===== config.mk =====
export PLATFORM = sky130hd
export DESIGN_NAME = jstk_poll_ctrl_flat
export DESIGN_NICKNAME = d
export VERILOG_FILES = /design/src/rtl/jstk_poll_ctrl_if.sv /design/src/rtl/jstk_poll_ctrl.sv /design/src/flat_wrapper.sv
export SDC_FILE = /design/constraint.sdc
export NUM_CORES = 1
export LEC_CHECK = 0
export ABC_AREA = 1
export BUFFER_PORTS_ARGS = -buffer_cell sky130_fd_sc_hd__buf_2
export CORE_MARGIN = 3
export CORE_UTILIZATION = 57
export DETAILED_ROUTE_END_ITERATION = 8
export PLACE_DENSITY = 0.91
export SYNTH_ARGS = -nofsm -noshare
export SYNTH_HDL_FRONTEND = slang
export SYNTH_SLANG_ARGS = --single-unit

===== constraint.sdc =====
create_clock -name clk -period 3.87 [get_ports clk]
set_clock_uncertainty 0.2 [all_clocks]
set_input_delay 0.1935 -clock clk [delete_from_list [all_inputs] [get_ports clk]]
set_output_delay 0.1935 -clock clk [all_outputs]
set_load 0.05 [all_outputs]

===== src/rtl/jstk_poll_ctrl_if.sv =====
// Byte-level handshake between the poll sequencer (master) and the SPI shift engine (slave).
`timescale 1ns/1ps
interface jstk_poll_ctrl_if;
    logic       byte_req;
    logic [7:0] tx_byte;
    logic       byte_done;
    logic [7:0] rx_byte;

    modport master (output byte_req, tx_byte, input  byte_done, rx_byte);
    modport slave  (input  byte_req, tx_byte, output byte_done, rx_byte);
endinterface


===== src/rtl/jstk_poll_ctrl.sv =====
// PmodJSTK2 poll sequencer: frames one 5-byte exchange per poll tick, owns ss and byte spacing,
// and publishes X/Y/button atomically when the last byte returns.
`timescale 1ns/1ps
module jstk_poll_ctrl #(
    parameter int unsigned POLL_CYCLES = 120000,
    parameter int unsigned SS_SETUP    = 300,
    parameter int unsigned BYTE_GAP    = 120,
    parameter int unsigned TIMEOUT     = 4095
) (
    input  logic                   clk,
    input  logic                   rst_n,
    input  logic                   enable,
    input  logic [23:0]            color,
    output logic                   ss,
    jstk_poll_ctrl_if.master       eng,
    output logic [9:0]             x_pos,
    output logic [9:0]             y_pos,
    output logic [1:0]             button,
    output logic                   sample_valid,
    output logic                   busy,
    output logic                   error
);

    localparam int unsigned PW   = (POLL_CYCLES > 1) ? $clog2(POLL_CYCLES) : 1;
    localparam int unsigned CMAX = (TIMEOUT > SS_SETUP) ?
                                   ((TIMEOUT > BYTE_GAP) ? TIMEOUT : BYTE_GAP) :
                                   ((SS_SETUP > BYTE_GAP) ? SS_SETUP : BYTE_GAP);
    localparam int unsigned CW   = $clog2(CMAX + 1);

    typedef enum logic [2:0] {IDLE, SETUP, REQ, WAIT, GAP, DONE} state_t;

    state_t        state, state_next;
    logic [PW-1:0] poll_cnt;
    logic          tick;
    logic [CW-1:0] cnt;
    logic [2:0]    idx, idx_next;
    logic [23:0]   frame;
    logic [7:0]    x_lo, y_lo;
    logic [1:0]    x_hi, y_hi;
    logic          start, abort, got_byte, last_byte;

    // Tick is registered so it lands on the cycle the counter reads 0 after a wrap, never out of reset.
    always_ff @(posedge clk or negedge rst_n) begin
        if (!rst_n) begin
            poll_cnt <= '0;
            tick     <= 1'b0;
        end else begin
            tick     <= (poll_cnt == PW'(POLL_CYCLES - 1));
            poll_cnt <= (poll_cnt == PW'(POLL_CYCLES - 1)) ? '0 : poll_cnt + 1'b1;
        end
    end

    // NOTE: every signal driven here gets a default first, so no path can leave one unassigned and infer a latch.
    always_comb begin
        state_next = state;
        idx_next   = idx;
        start      = 1'b0;
        abort      = 1'b0;
        got_byte   = 1'b0;
        case (state)
            IDLE:  if (tick && enable) begin
                       state_next = SETUP;
                       idx_next   = 3'd0;
                       start      = 1'b1;
                   end
            SETUP: if (cnt == CW'(SS_SETUP - 1)) state_next = REQ;
            REQ:   state_next = WAIT;
            WAIT:  if (eng.byte_done) begin
                       got_byte   = 1'b1;
                       state_next = (idx == 3'd4) ? DONE : GAP;
                   end else if (cnt == CW'(TIMEOUT - 1)) begin
                       abort      = 1'b1;
                       state_next = IDLE;
                   end
            GAP:   if (cnt == CW'(BYTE_GAP - 1)) begin
                       state_next = REQ;
                       idx_next   = idx + 3'd1;
                   end
            DONE:  state_next = IDLE;
            default: state_next = IDLE;
        endcase
    end

    assign last_byte = got_byte && (idx == 3'd4);

    // NOTE: state and outputs use non-blocking assignments so every flop samples pre-edge values.
    always_ff @(posedge clk or negedge rst_n) begin
        if (!rst_n) begin
            state        <= IDLE;
            cnt          <= '0;
            idx          <= 3'd0;
            ss           <= 1'b1;
            eng.byte_req <= 1'b0;
            eng.tx_byte  <= 8'h00;
            x_pos        <= 10'd0;
            y_pos        <= 10'd0;
            button       <= 2'd0;
            sample_valid <= 1'b0;
            error        <= 1'b0;
        end else begin
            state        <= state_next;
            cnt          <= (state_next != state) ? '0 : cnt + 1'b1;
            idx          <= idx_next;
            ss           <= (state_next == IDLE) || (state_next == DONE);
            eng.byte_req <= (state_next == REQ);
            error        <= abort;
            sample_valid <= last_byte;
            if (state_next == REQ) begin
                case (idx_next)
                    3'd0:    eng.tx_byte <= 8'h84;
                    3'd1:    eng.tx_byte <= frame[23:16];
                    3'd2:    eng.tx_byte <= frame[15:8];
                    3'd3:    eng.tx_byte <= frame[7:0];
                    default: eng.tx_byte <= 8'h00;
                endcase
            end
            // The button byte is taken straight off the bus so all fields publish on the same edge.
            if (last_byte) begin
                x_pos  <= {x_hi, x_lo};
                y_pos  <= {y_hi, y_lo};
                button <= eng.rx_byte[1:0];
            end
        end
    end

    // NOTE: frame and shadow bytes are pure data qualified by the FSM, so they carry no reset.
    always_ff @(posedge clk) begin
        if (start) frame <= color;
        if (got_byte) begin
            case (idx)
                3'd0:    x_lo <= eng.rx_byte;
                3'd1:    x_hi <= eng.rx_byte[1:0];
                3'd2:    y_lo <= eng.rx_byte;
                3'd3:    y_hi <= eng.rx_byte[1:0];
                default: ;
            endcase
        end
    end

    assign busy = ~ss;

endmodule


===== src/flat_wrapper.sv =====
// flat-port wrapper written by rule: the top's interface ports become plain ports
module jstk_poll_ctrl_flat 
#(
    parameter int unsigned POLL_CYCLES = 120000,
    parameter int unsigned SS_SETUP    = 300,
    parameter int unsigned BYTE_GAP    = 120,
    parameter int unsigned TIMEOUT     = 4095
)
  (clk, rst_n, enable, color, ss, x_pos, y_pos, button, sample_valid, busy, error, eng_byte_req, eng_tx_byte, eng_byte_done, eng_rx_byte);
  jstk_poll_ctrl_if eng_i ();
  input  logic clk;
  input  logic rst_n;
  input  logic enable;
  input  logic [23:0] color;
  output logic ss;
  output logic [9:0] x_pos;
  output logic [9:0] y_pos;
  output logic [1:0] button;
  output logic sample_valid;
  output logic busy;
  output logic error;
  output wire logic [$bits(eng_i.byte_req)-1:0] eng_byte_req;
  output wire logic [$bits(eng_i.tx_byte)-1:0] eng_tx_byte;
  input wire logic [$bits(eng_i.byte_done)-1:0] eng_byte_done;
  input wire logic [$bits(eng_i.rx_byte)-1:0] eng_rx_byte;
  assign eng_byte_req = eng_i.byte_req;
  assign eng_tx_byte = eng_i.tx_byte;
  assign eng_i.byte_done = eng_byte_done;
  assign eng_i.rx_byte = eng_rx_byte;
  jstk_poll_ctrl #(.POLL_CYCLES(POLL_CYCLES), .SS_SETUP(SS_SETUP), .BYTE_GAP(BYTE_GAP), .TIMEOUT(TIMEOUT)) u_core (.clk(clk), .rst_n(rst_n), .enable(enable), .color(color), .ss(ss), .eng(eng_i), .x_pos(x_pos), .y_pos(y_pos), .button(button), .sample_valid(sample_valid), .busy(busy), .error(error));
endmodule

# ---- Word-level counts from Yosys, hierarchy flattened
# Cells that the tools add are included.
dict set report totals {
  ff_bits 114
  latch_bits 0
  ram_bits 0
  romBits 0
  in_bits 36
  out_inout_bits 35
  mem_count 0
}
dict set report classes {
  n_addsub 3
  mul 0
  div_mod_pow 0
  n_lt_le_gt_ge 0
  eq_ne 18
  n_shift 0
  mux 20
  n_bitwise 1
  n_reduce_logical 11
}
# operator count
set op_table {}
lappend op_table {{$pmux W8 S4} 1}
lappend op_table {{$eq A3 B2 Y1 const B} 7}
lappend op_table {{$mux W3} 7}
lappend op_table {{$add A17 B1 Y17 const B} 1}
lappend op_table {{$eq A17 B17 Y1 const B} 1}
lappend op_table {{$mux W17} 1}
lappend op_table {{$pmux W3 S5} 1}
lappend op_table {{$add A12 B1 Y12 const B} 1}
lappend op_table {{$eq A12 B12 Y1 const B} 1}
lappend op_table {{$eq A12 B7 Y1 const B} 1}
lappend op_table {{$eq A12 B9 Y1 const B} 1}
lappend op_table {{$logic_not A3 Y1} 4}
lappend op_table {{$mux W12} 1}
lappend op_table {{$eq A3 B1 Y1 const B} 3}
lappend op_table {{$eq A3 B3 Y1 const B} 3}
lappend op_table {{$mux W1} 8}
lappend op_table {{$reduce_and A2 Y1} 4}
lappend op_table {{$pmux W3 S2} 1}
lappend op_table {{$add A3 B1 Y3 const B} 1}
lappend op_table {{$ne A3 B3 Y1} 1}
lappend op_table {{$logic_and A1 B1 Y1} 2}
lappend op_table {{$logic_or A1 B1 Y1} 1}
lappend op_table {{$not A1 Y1} 1}

# ---- Longest topological paths before layout
# Gate-level depths: netlist (run 1).
dict set report logic_depth {
  depth_word 6
  depth_mapped 14
}

# ---- Worst setup path before layout (run 1)
# No wires, ideal clock.
dict set report synth_path {
  kind {register to register}
  from {register u_core.state[1]}
  to {register u_core.eng.tx_byte[3]}
  t_arrival_ns 2.757
  slack_ns 0.795
  stages_incl_launch_ff 14
  n_path_buf 1
  period_less_slack_ns 3.075
  path_cell_list {dfrtp_1 inv_2 nand3_1 nor2_1 clkinv_1 nand3_1 nand2_2 inv_2 nor2_4 buf_6 nand3_1 nand3_1 nand2_1 nand2_1}
}
dict set report synth_via {
  elab_chain_cells 4
}
# element line_no
set synth_lines {}
lappend synth_lines {{from (decl)} jstk_poll_ctrl.sv:32} ;# state_t state, state_next;
lappend synth_lines {{from (signal assigned)} jstk_poll_ctrl.sv:101} ;# state <= state_next;
lappend synth_lines {{$eq A3 B3 Y1 / $logic_not A3 Y1 (equally long branches)} jstk_poll_ctrl.sv:60} ;# case (state)
lappend synth_lines {{$pmux W3 S2 *} jstk_poll_ctrl.sv:60}
lappend synth_lines {{via u_core.idx_next[0]} jstk_poll_ctrl.sv:36} ;# logic [2:0] idx, idx_next;
lappend synth_lines {{$eq A3 B2 Y1 (tied with other cells)} jstk_poll_ctrl.sv:109} ;# case (idx_next)
lappend synth_lines {{$pmux W8 S4 *} jstk_poll_ctrl.sv:109}
lappend synth_lines {{to (signal assigned)} jstk_poll_ctrl.sv:111} ;# 3'd1: eng.tx_byte <= frame[23:16];
lappend synth_lines {{to (signal assigned)} jstk_poll_ctrl.sv:112} ;# 3'd2: eng.tx_byte <= frame[15:8];
lappend synth_lines {{to (signal assigned)} jstk_poll_ctrl.sv:113} ;# 3'd3: eng.tx_byte <= frame[7:0];
lappend synth_lines {{to (decl)} jstk_poll_ctrl_if.sv:9} ;# modport master (output byte_req, tx_byte, input byte_done, rx_byte);
# The timed path passes the listed nets; every way through them passes the cells marked *.
# A chain may end at the register's enable or synchronous reset.

# ---- Final worst setup path (run 1)
dict set report layout_path {
  from {register u_core.cnt[0]}
  to {register u_core.eng.tx_byte[3]}
}
dict set report layout_via {
  elab_chain_cells 5
}
# element line_no
set layout_lines {}
lappend layout_lines {{from (decl)} jstk_poll_ctrl.sv:35} ;# logic [CW-1:0] cnt;
lappend layout_lines {{from (signal assigned)} jstk_poll_ctrl.sv:102} ;# cnt <= (state_next != state) ? '0 : cnt + 1'b1;
lappend layout_lines {{$eq A12 B7 Y1 / $eq A12 B12 Y1 (equally long branches)} {jstk_poll_ctrl.sv:75, jstk_poll_ctrl.sv:71}}
lappend layout_lines {{$mux W3, on equally long branches} {jstk_poll_ctrl.sv:75, jstk_poll_ctrl.sv:71}}
lappend layout_lines {{$pmux W3 S2 / $mux W3 (equally long branches)} {jstk_poll_ctrl.sv:60, jstk_poll_ctrl.sv:68}}
lappend layout_lines {{$eq A3 B2 Y1 (tied with other cells)} jstk_poll_ctrl.sv:109}
lappend layout_lines {{$pmux W8 S4 / $eq A3 B2 Y1 (equally long branches)} {jstk_poll_ctrl.sv:109, jstk_poll_ctrl.sv:108}}
# Parallel ways exist; a longest one is shown, timed or not.

==> results of run 1 <==
worst max-delay path by stage:
| stage | start | endpoint | slack [ns] | cells past startpoint |
|---|---|---|---|---|
| after floorplan | u_core.state[1]$_DFF_PN0_ | u_core.eng.tx_byte[3]$_DFFE_PN0P_ | 0.79 | 13 |
| after global placement | u_core.state[1]$_DFF_PN0_ | u_core.eng.tx_byte[6]$_DFFE_PN0P_ | 1.42 | 13 |
| after detailed placement | u_core.state[1]$_DFF_PN0_ | u_core.eng.tx_byte[4]$_DFFE_PN0P_ | 1.32 | 13 |
| after CTS | u_core.state[1]$_DFF_PN0_ | u_core.eng.tx_byte[4]$_DFFE_PN0P_ | 1.27 | 13 |
| after global routing | u_core.state[1]$_DFF_PN0_ | u_core.eng.tx_byte[3]$_DFFE_PN0P_ | 1.01 | 13 |
| final | u_core.cnt[0]$_DFF_PN0_ | u_core.eng.tx_byte[3]$_DFFE_PN0P_ | 1.18 | 11 |
cells in the mapped netlist:
| cell | instances | area share |
|---|---|---|
| nand2_1 | 135 | 0.10 |
| dfrtp_1 | 69 | 0.36 |
| edfxtp_1 | 44 | 0.27 |
| inv_1 | 40 | 0.031 |
| nand3_1 | 39 | 0.040 |
| nor2_1 | 36 | 0.028 |
| xor2_1 | 15 | 0.027 |
| nor2_2 | 11 | 0.014 |
| nor3_1 | 11 | 0.011 |
| ha_1 | 8 | 0.021 |
| nand4_1 | 7 | 0.0091 |
| a21oi_1 | 6 | 0.0062 |
| inv_2 | 6 | 0.0047 |
| clkbuf_1 | 4 | 0.0031 |
| o21ai_0 | 4 | 0.0041 |
| nand2_2 | 3 | 0.0039 |
| nor4_1 | 3 | 0.0039 |
| xnor2_1 | 3 | 0.0054 |
| and3_1 | 2 | 0.0026 |
| buf_6 | 2 | 0.0047 |
| nand2_4 | 2 | 0.0047 |
| nand3_2 | 2 | 0.0041 |
| nor2_4 | 2 | 0.0047 |
| nor3_2 | 2 | 0.0041 |
| nor3_4 | 2 | 0.0067 |
| o211ai_1 | 2 | 0.0031 |
| o21a_1 | 2 | 0.0031 |
| buf_2 | 1 | 0.0010 |
| clkinv_1 | 1 | 0.00078 |
| dfstp_2 | 1 | 0.0054 |
| nand3b_1 | 1 | 0.0016 |
| nor3b_1 | 1 | 0.0016 |
| o31ai_1 | 1 | 0.0016 |
| or3_1 | 1 | 0.0013 |
through the flow:
step	setup WS [ns]	hold slack (ns)
floorplan	0.795	-0.302
global placement	1.42	-0.00826
detailed placement	1.32	0.00353
CTS	1.27	0.0972
global route	1.01	0.114
finish	1.18	0.109
routing by layer:
layer | GRT usage | vias to the layer above | part of all wire | routed length, um
li1 | - | 1775 | - | -
met1 | 0.278 | 1790 | 0.38 | 4320
met2 | 0.446 | 169 | 0.52 | 5840
met3 | 0.0657 | 35 | 0.065 | 731
met4 | 0.117 | 0 | 0.030 | 342
met5 | 0 | - | 0 | 0
cell type report:
type | count | area, sq um
fill | 465 | 1780
timing repair buffer | 110 | 741
sequential | 114 | 3070
multi-input combinational | 301 | 1540
clock inverter | 15 | 118
clock buffer | 17 | 414
tap | 102 | 128
inverter | 47 | 176
worst max-delay path, stage by stage (launching register included):
cell,delay [ns]
dfrtp_1,0.39
ha_1,0.25
nand4_1,0.14
nor2_1,0.27
nand4_1,0.13
nand2_1,0.38
inv_2,0.20
nor3_4,0.27
nand2_1,0.13
nand3_1,0.13
nand2_1,0.07
nand2_1,0.06
cell families after synthesis:
| kind of cell | after synthesis |
|---|---|
| and+or+nand+nor | 260 |
| DFF | 114 |
| AOI/OAI and AO/OA | 15 |
| adders and majority gates | 8 |
| buffers and inverters | 54 |
| xor gates and xnor gates | 18 |
where the power goes:
part           internal, mW  switching (mW)  total, mW
combinational        0.0375          0.0289     0.0664
clock                 0.839           0.546       1.39
sequential             1.26               0       1.26
state kept, by name, indices dropped and copies added (netlist names), 2 cells and up:
name,flops
u_core.poll_cnt,17
u_core.idx,3
u_core.state,3
u_core.frame,24
u_core.y_hi,2
u_core.y_lo,8
u_core.button,2
u_core.y_pos,10
u_core.x_lo,8
u_core.x_hi,2
u_core.x_pos,10
u_core.cnt,12
u_core.eng.tx_byte,8
repair_timing:
| action | in CTS | in global routing |
|---|---|---|
| endpoints found under the hold margin | 123 | 0 |
| setup buffers | 0 | 0 |
| hold buffers | 36 | 0 |
==> run metrics, run 1 <==
Layout area overhead 28.1%; CP Capture Type flop; Synth Instances 469; share of layout cells above drive strength 1 0.224; Post-DP HPWL between 6000 and 7000 um; CTS clock-pin slew for the worst setup and hold paths around 0.060 ns; num rows 32; Worst Hold End u_core.frame[19]$_DFFE_PP_; largest family of logic cells by synthesized area simple AND/OR/NAND/NOR gates; RSZ-0062 raised after global routing no; 1st-pass router iterations 5; H-tree levels 4; r2r endpoint u_core.eng.tx_byte[3]$_DFFE_PN0P_; Setup Viol. Count Final 0; flop2flop setup slack 1.18 ns; pwr/cell area between 400 and 500 nW/um^2; TritonCTS buffer count 17; total of max-cap violations 0; Vias/cell 5.34; gr usage total 0.250; CTS sink cnt between 100 and 150; Slew HR 0.204; fin util 0.777; Synth Area in XOR/XNOR 0.0326; antenna fix cells 0; VDD IR max ~0.00031 V; Routed WL between 10000 and 15000 um; most frequent cells in the layout nand2_1, buf_2, dfrtp_1; worst hold path stage count 4; GPL Wtd Cong approximately 0.9; placed inst area roughly 5300 sq um; CTS tree yes; initial antenna violation count 0; class of the worst hold path in -> reg; Max Fclk 372 MHz; Power Total between 2 and 3 mW; drc violations 0; fin nets ~640; Initial Util 0.606; Hold Startpoint enable; post-synthesis adder-cell area fraction 0.0207; Synth Register Bits around 110; launching element type of the critical path flop; vias between 3000 and 4000; Final Cycle Share 0.694; status finished clean; Die Area approximately 9600 sq um; CP Data Required Time 4.13 ns; Least-Margin Pin Slew approximately 1.2 ns; mapped cell area 4830 sq um; global-route wire length before repair approximately 19000 um; synth warn 0; simple-gate portion of the synthesized area 0.247; clk root buf clkbuf_8; Worst Path Max Fanout 12; cts repair resizes 0; DIE WIDTH ~98 um; clk buf depth 2; Top-Level Pins between 70 and 80; Placed Instances 638; Setup Crit Path Kind reg -> reg; Mean Syn Cell Area approximately 10 sq um; Non-Filler Instances between 700 and 800; Finished Cell Area 6190 sq um; Buffers on Ports 70; Netlist cell types 34; R2R depth 11; routed len/inst roughly 16 um; crit path DAT 2.94 ns; sequential-to-total area share from yosys stat 0.636; Hold Fails Final Rpt 0; most common cell after layout, fill and taps aside nand2_1; vias in the first global route 3933; largest net degree at the start of global routing 28; CORE AREA about 8000 sq um; GRT overflow 0; max-slew violation count 0; Setup TNS Final 0 ns; area fraction in compound gates after synthesis 0.0181; FF-to-FF Start u_core.cnt[0]$_DFF_PN0_; post-layout min period approximately 2.7 ns; drt first-iter violations between 200 and 250; Clock Latency Late Sink 0.52 ns; mux share of post-synthesis cell area 0; leakage power ~3 nW; DIE HEIGHT 98.1 um; ANT nets after route 0; syn_nets 513
Power figures use the tool's default switching activity.
==> run 2, diff against run 1 <==
--- a/config.mk
+++ b/config.mk
@@ -5,12 +5,12 @@
 export SDC_FILE = /design/constraint.sdc
 export NUM_CORES = 1
 export LEC_CHECK = 0
-export ABC_AREA = 1
+export ABC_AREA = 0
 export BUFFER_PORTS_ARGS = -buffer_cell sky130_fd_sc_hd__buf_2
 export CORE_MARGIN = 3
-export CORE_UTILIZATION = 57
+export CORE_UTILIZATION = 51
 export DETAILED_ROUTE_END_ITERATION = 8
-export PLACE_DENSITY = 0.91
+export PLACE_DENSITY = 0.86
 export SYNTH_ARGS = -nofsm -noshare
 export SYNTH_HDL_FRONTEND = slang
 export SYNTH_SLANG_ARGS = --single-unit
==> constraint.sdc (replaced) <==
create_clock -name clk -period 2.2 [get_ports clk]
set_clock_uncertainty 0.2 [all_clocks]
set_input_delay 0.11 -clock clk [delete_from_list [all_inputs] [get_ports clk]]
set_output_delay 0.11 -clock clk [all_outputs]
set_load 0.05 [all_outputs]
==> run 2 against run 1 <==
Net effect:
- the flow now finishes with violations (negative setup slack)
- final cell count is 8.5% lower
- hold slack worse by 0.020 ns
- fmax is 0.72% lower
- total power is 87% higher
- area after synthesis is 1.0% lower
- worst setup slack worse by 1.7 ns
- sequential share of layout area is 5.1 points lower
- utilization is 0.46 points lower
- sequential power is 75% higher
- first-iteration DRC count is 15% lower
- global-route usage is 1.2 points lower
- critical endpoint is now u_core.eng.tx_byte[6]$_DFFE_PN0P_
- largest power group unchanged
==> run metrics, run 2 <==
status finished, violations left; failing checks negative setup slack; total of max-cap violations 0; mapped cell area ~4800 sq um; Setup Viol. Count Final 22; antenna fix cells 0; Slowest cell on crit path or4bb_4; Max Fclk 370 MHz; Power Total 5.06 mW; class of the worst hold path in -> reg; largest net degree at the start of global routing 44; Layout area overhead 44.3%; Netlist cell types 60; leakage power ~3.1 nW; Top reg by flops u_core.frame; vias in the first global route 3805; Main synth FF type dfrtp_1; Yosys top cell by area dfrtp_1; post-layout min period ~2.7 ns; GPL Wtd Cong approximately 0.8; Top-Level Pins 71; pwr/cell area between 700 and 800 nW/um^2; fin nets between 500 and 600; CTS clock-pin slew for the worst setup and hold paths around 0.060 ns; Post-synth top cells dfrtp_1, edfxtp_1, nand2_1; Worst Path Max Fanout 5; flop2flop setup slack -0.51 ns; global-route wire length before repair 18800 um; R2R depth 7; Slew HR 0.713; CP peak stage delay 0.46 ns; Vias/cell around 5.7; GRT overflow 0; CTS sink cnt 114; VDD IR max 0.000918 V; Final Cycle Share 1.23; most common cell after layout, fill and taps aside buf_2; Hold Startpoint color[8]; Die Area approximately 11000 sq um; Post-synth ARST share 0.614; top cells by area, synth dfrtp_1, edfxtp_1, mux2_2, xor2_1, a211oi_1; max reg flops 24; crit path DAT between 2 and 3 ns; TritonCTS buffer count 17; clk root buf clkbuf_8; most frequent cell after synthesis dfrtp_1; routed len/inst roughly 19 um; Yosys top cell area share 0.361; CP Data Required Time between 2 and 2.5 ns; Least-Margin Pin Slew around 0.43 ns; gr usage total 0.238; 1st-pass router iterations 5; Post-DP HPWL between 6000 and 7000 um; number of flops mapped to enable cells by yosys 44; CP Cell Sequence inv_1 -> ha_4 -> or4bb_4 -> or4_4 -> o22a_1 -> nand3b_1 -> o221ai_1; drc violations 0; H-tree levels 4; DIE HEIGHT between 100 and 150 um; initial antenna violation count 0; CORE AREA 8930 sq um; Synth Instances between 300 and 400; largest registers u_core.frame x24, u_core.poll_cnt x17, u_core.cnt x12; synth warn 0; num rows 34; drt first-iter violations 205; CP Capture Type flop; area of the multi-input gates ~1800 sq um; syn_nets between 400 and 500; FF-to-FF Start u_core.idx[0]$_DFF_PN0_; Initial Util 0.535; Buffers on Ports 70; worst hold margin 0.0890 ns; clk buf depth 2; Setup Crit Path Kind reg -> reg; Reg area between 3000 and 4000 sq um; most frequent cells in the layout buf_2, dfrtp_1, edfxtp_1; RSZ-0062 raised after global routing yes; Synth Register Bits around 110; worst hold path stage count 2; fill count around 500; Setup TNS Final -5.98 ns; Routed WL 12200 um; max-slew violation count 0; Worst Hold End u_core.frame[8]$_DFFE_PP_; sequential-to-total area share from yosys stat 0.643; ANT nets after route 0; CTS tree yes; Hold Fails Final Rpt 0; share of layout cells above drive strength 1 0.428; DIE WIDTH approximately 100 um; post-place setup slack -0.458 ns; vias approximately 3700; setup ws final -0.506 ns; Mean Syn Cell Area around 13 sq um; Clock Latency Late Sink around 0.52 ns; r2r endpoint u_core.eng.tx_byte[6]$_DFFE_PN0P_; launching element type of the critical path flop
-- run 2: cell types whose count changed in the layout (fill, tap and decap cells not counted), moves of 5 or more --
| cell | previous run | this run |
|---|---|---|
| a211oi_2 | 0 | 13 |
| buf_4 | 4 | 37 |
| inv_1 | 40 | 17 |
| mux2_2 | 0 | 22 |
| nor2_1 | 35 | 16 |
| nand3_1 | 39 | 11 |
| nor3_1 | 11 | 5 |
| nor2_2 | 12 | 0 |
| nand2_1 | 135 | 28 |
| mux2i_1 | 0 | 6 |
| buf_6 | 0 | 10 |
| a21oi_1 | 6 | 1 |
-- run 2: layout make-up --
type                       count  share of cell area
sequential                   114               0.445
multi-input combinational    214               0.264
timing repair buffer         157               0.173
clock buffer                  21              0.0683
tap                          108              0.0196
clock inverter                11              0.0179
inverter                      21              0.0116
-- run 2: timing repair --
item	in CTS	in global routing
cloned	0	3
gates resized for setup	26	17
hold endpoints to repair	119	0
setup buffers	4	4
endpoints found under the setup margin	24	47
pin swaps	9	11
hold buffers	36	0
-- run 2: per-layer routing --
layer / vias to the layer above / wire length [um] / share of wire / track usage
met5: - / 0 / 0 / 0
met4: 0 / 302 / 0.025 / 0.0896
met3: 40 / 679 / 0.056 / 0.0609
met2: 155 / 6410 / 0.52 / 0.426
met1: 1823 / 4830 / 0.40 / 0.274
li1: 1643 / - / - / -
-- run 2: kinds of logic (layout without fill, tap and decap cells) --
kind of cell             Yosys count  in the layout  synth area share
XOR/XNOR                          24             24            0.0439
AND/OR/NAND/NOR                  109            109             0.127
adder cells (fa/ha/maj)            8              8            0.0209
flip-flops                       114            114             0.643
AO/OA/AOI/OAI                     42             43            0.0691
multiplexers                      30             30            0.0698
buffers and inverters             31            210            0.0267
-- run 2: critical path, delay by kind of cell (launching register included) --
kind,cells,cell delay (ns)
AND/OR/NAND/NOR,3,1.23
buffers and inverters,1,0.09
AO/OA/AOI/OAI,2,0.49
flip-flops,1,0.35
adder cells (fa/ha/maj),1,0.26
-- run 2: per-stage QoR --
step                std cells  area [sq um]  utilization
floorplan                 358          4870            -
global placement          568          5630        0.631
detailed placement        568          5630        0.631
CTS                       640          6760        0.757
global route              646          6900        0.773
finish                    646          6900        0.773
-- run 2: worst max path at each step --
stage	end	cells past startpoint	slack, ns	from
after global placement	u_core.eng.tx_byte[0]$_DFFE_PN0P_	7	-0.38	u_core.idx[0]$_DFF_PN0_
final	u_core.eng.tx_byte[6]$_DFFE_PN0P_	7	-0.51	u_core.idx[0]$_DFF_PN0_
after global routing	u_core.eng.tx_byte[6]$_DFFE_PN0P_	7	-0.59	u_core.idx[1]$_DFF_PN0_
after floorplan	u_core.eng.tx_byte[0]$_DFFE_PN0P_	7	-0.41	u_core.idx[1]$_DFF_PN0_
after detailed placement	u_core.eng.tx_byte[3]$_DFFE_PN0P_	7	-0.46	u_core.idx[0]$_DFF_PN0_
after CTS	u_core.eng.tx_byte[6]$_DFFE_PN0P_	6	-0.45	u_core.cnt[8]$_DFF_PN0_
-- run 2: power breakdown --
group | switching (mW) | total, mW | internal [mW]
Clock | 0.980 | 2.73 | 1.75
Sequential | 0 | 2.21 | 2.21
Combinational | 0.0520 | 0.123 | 0.0710
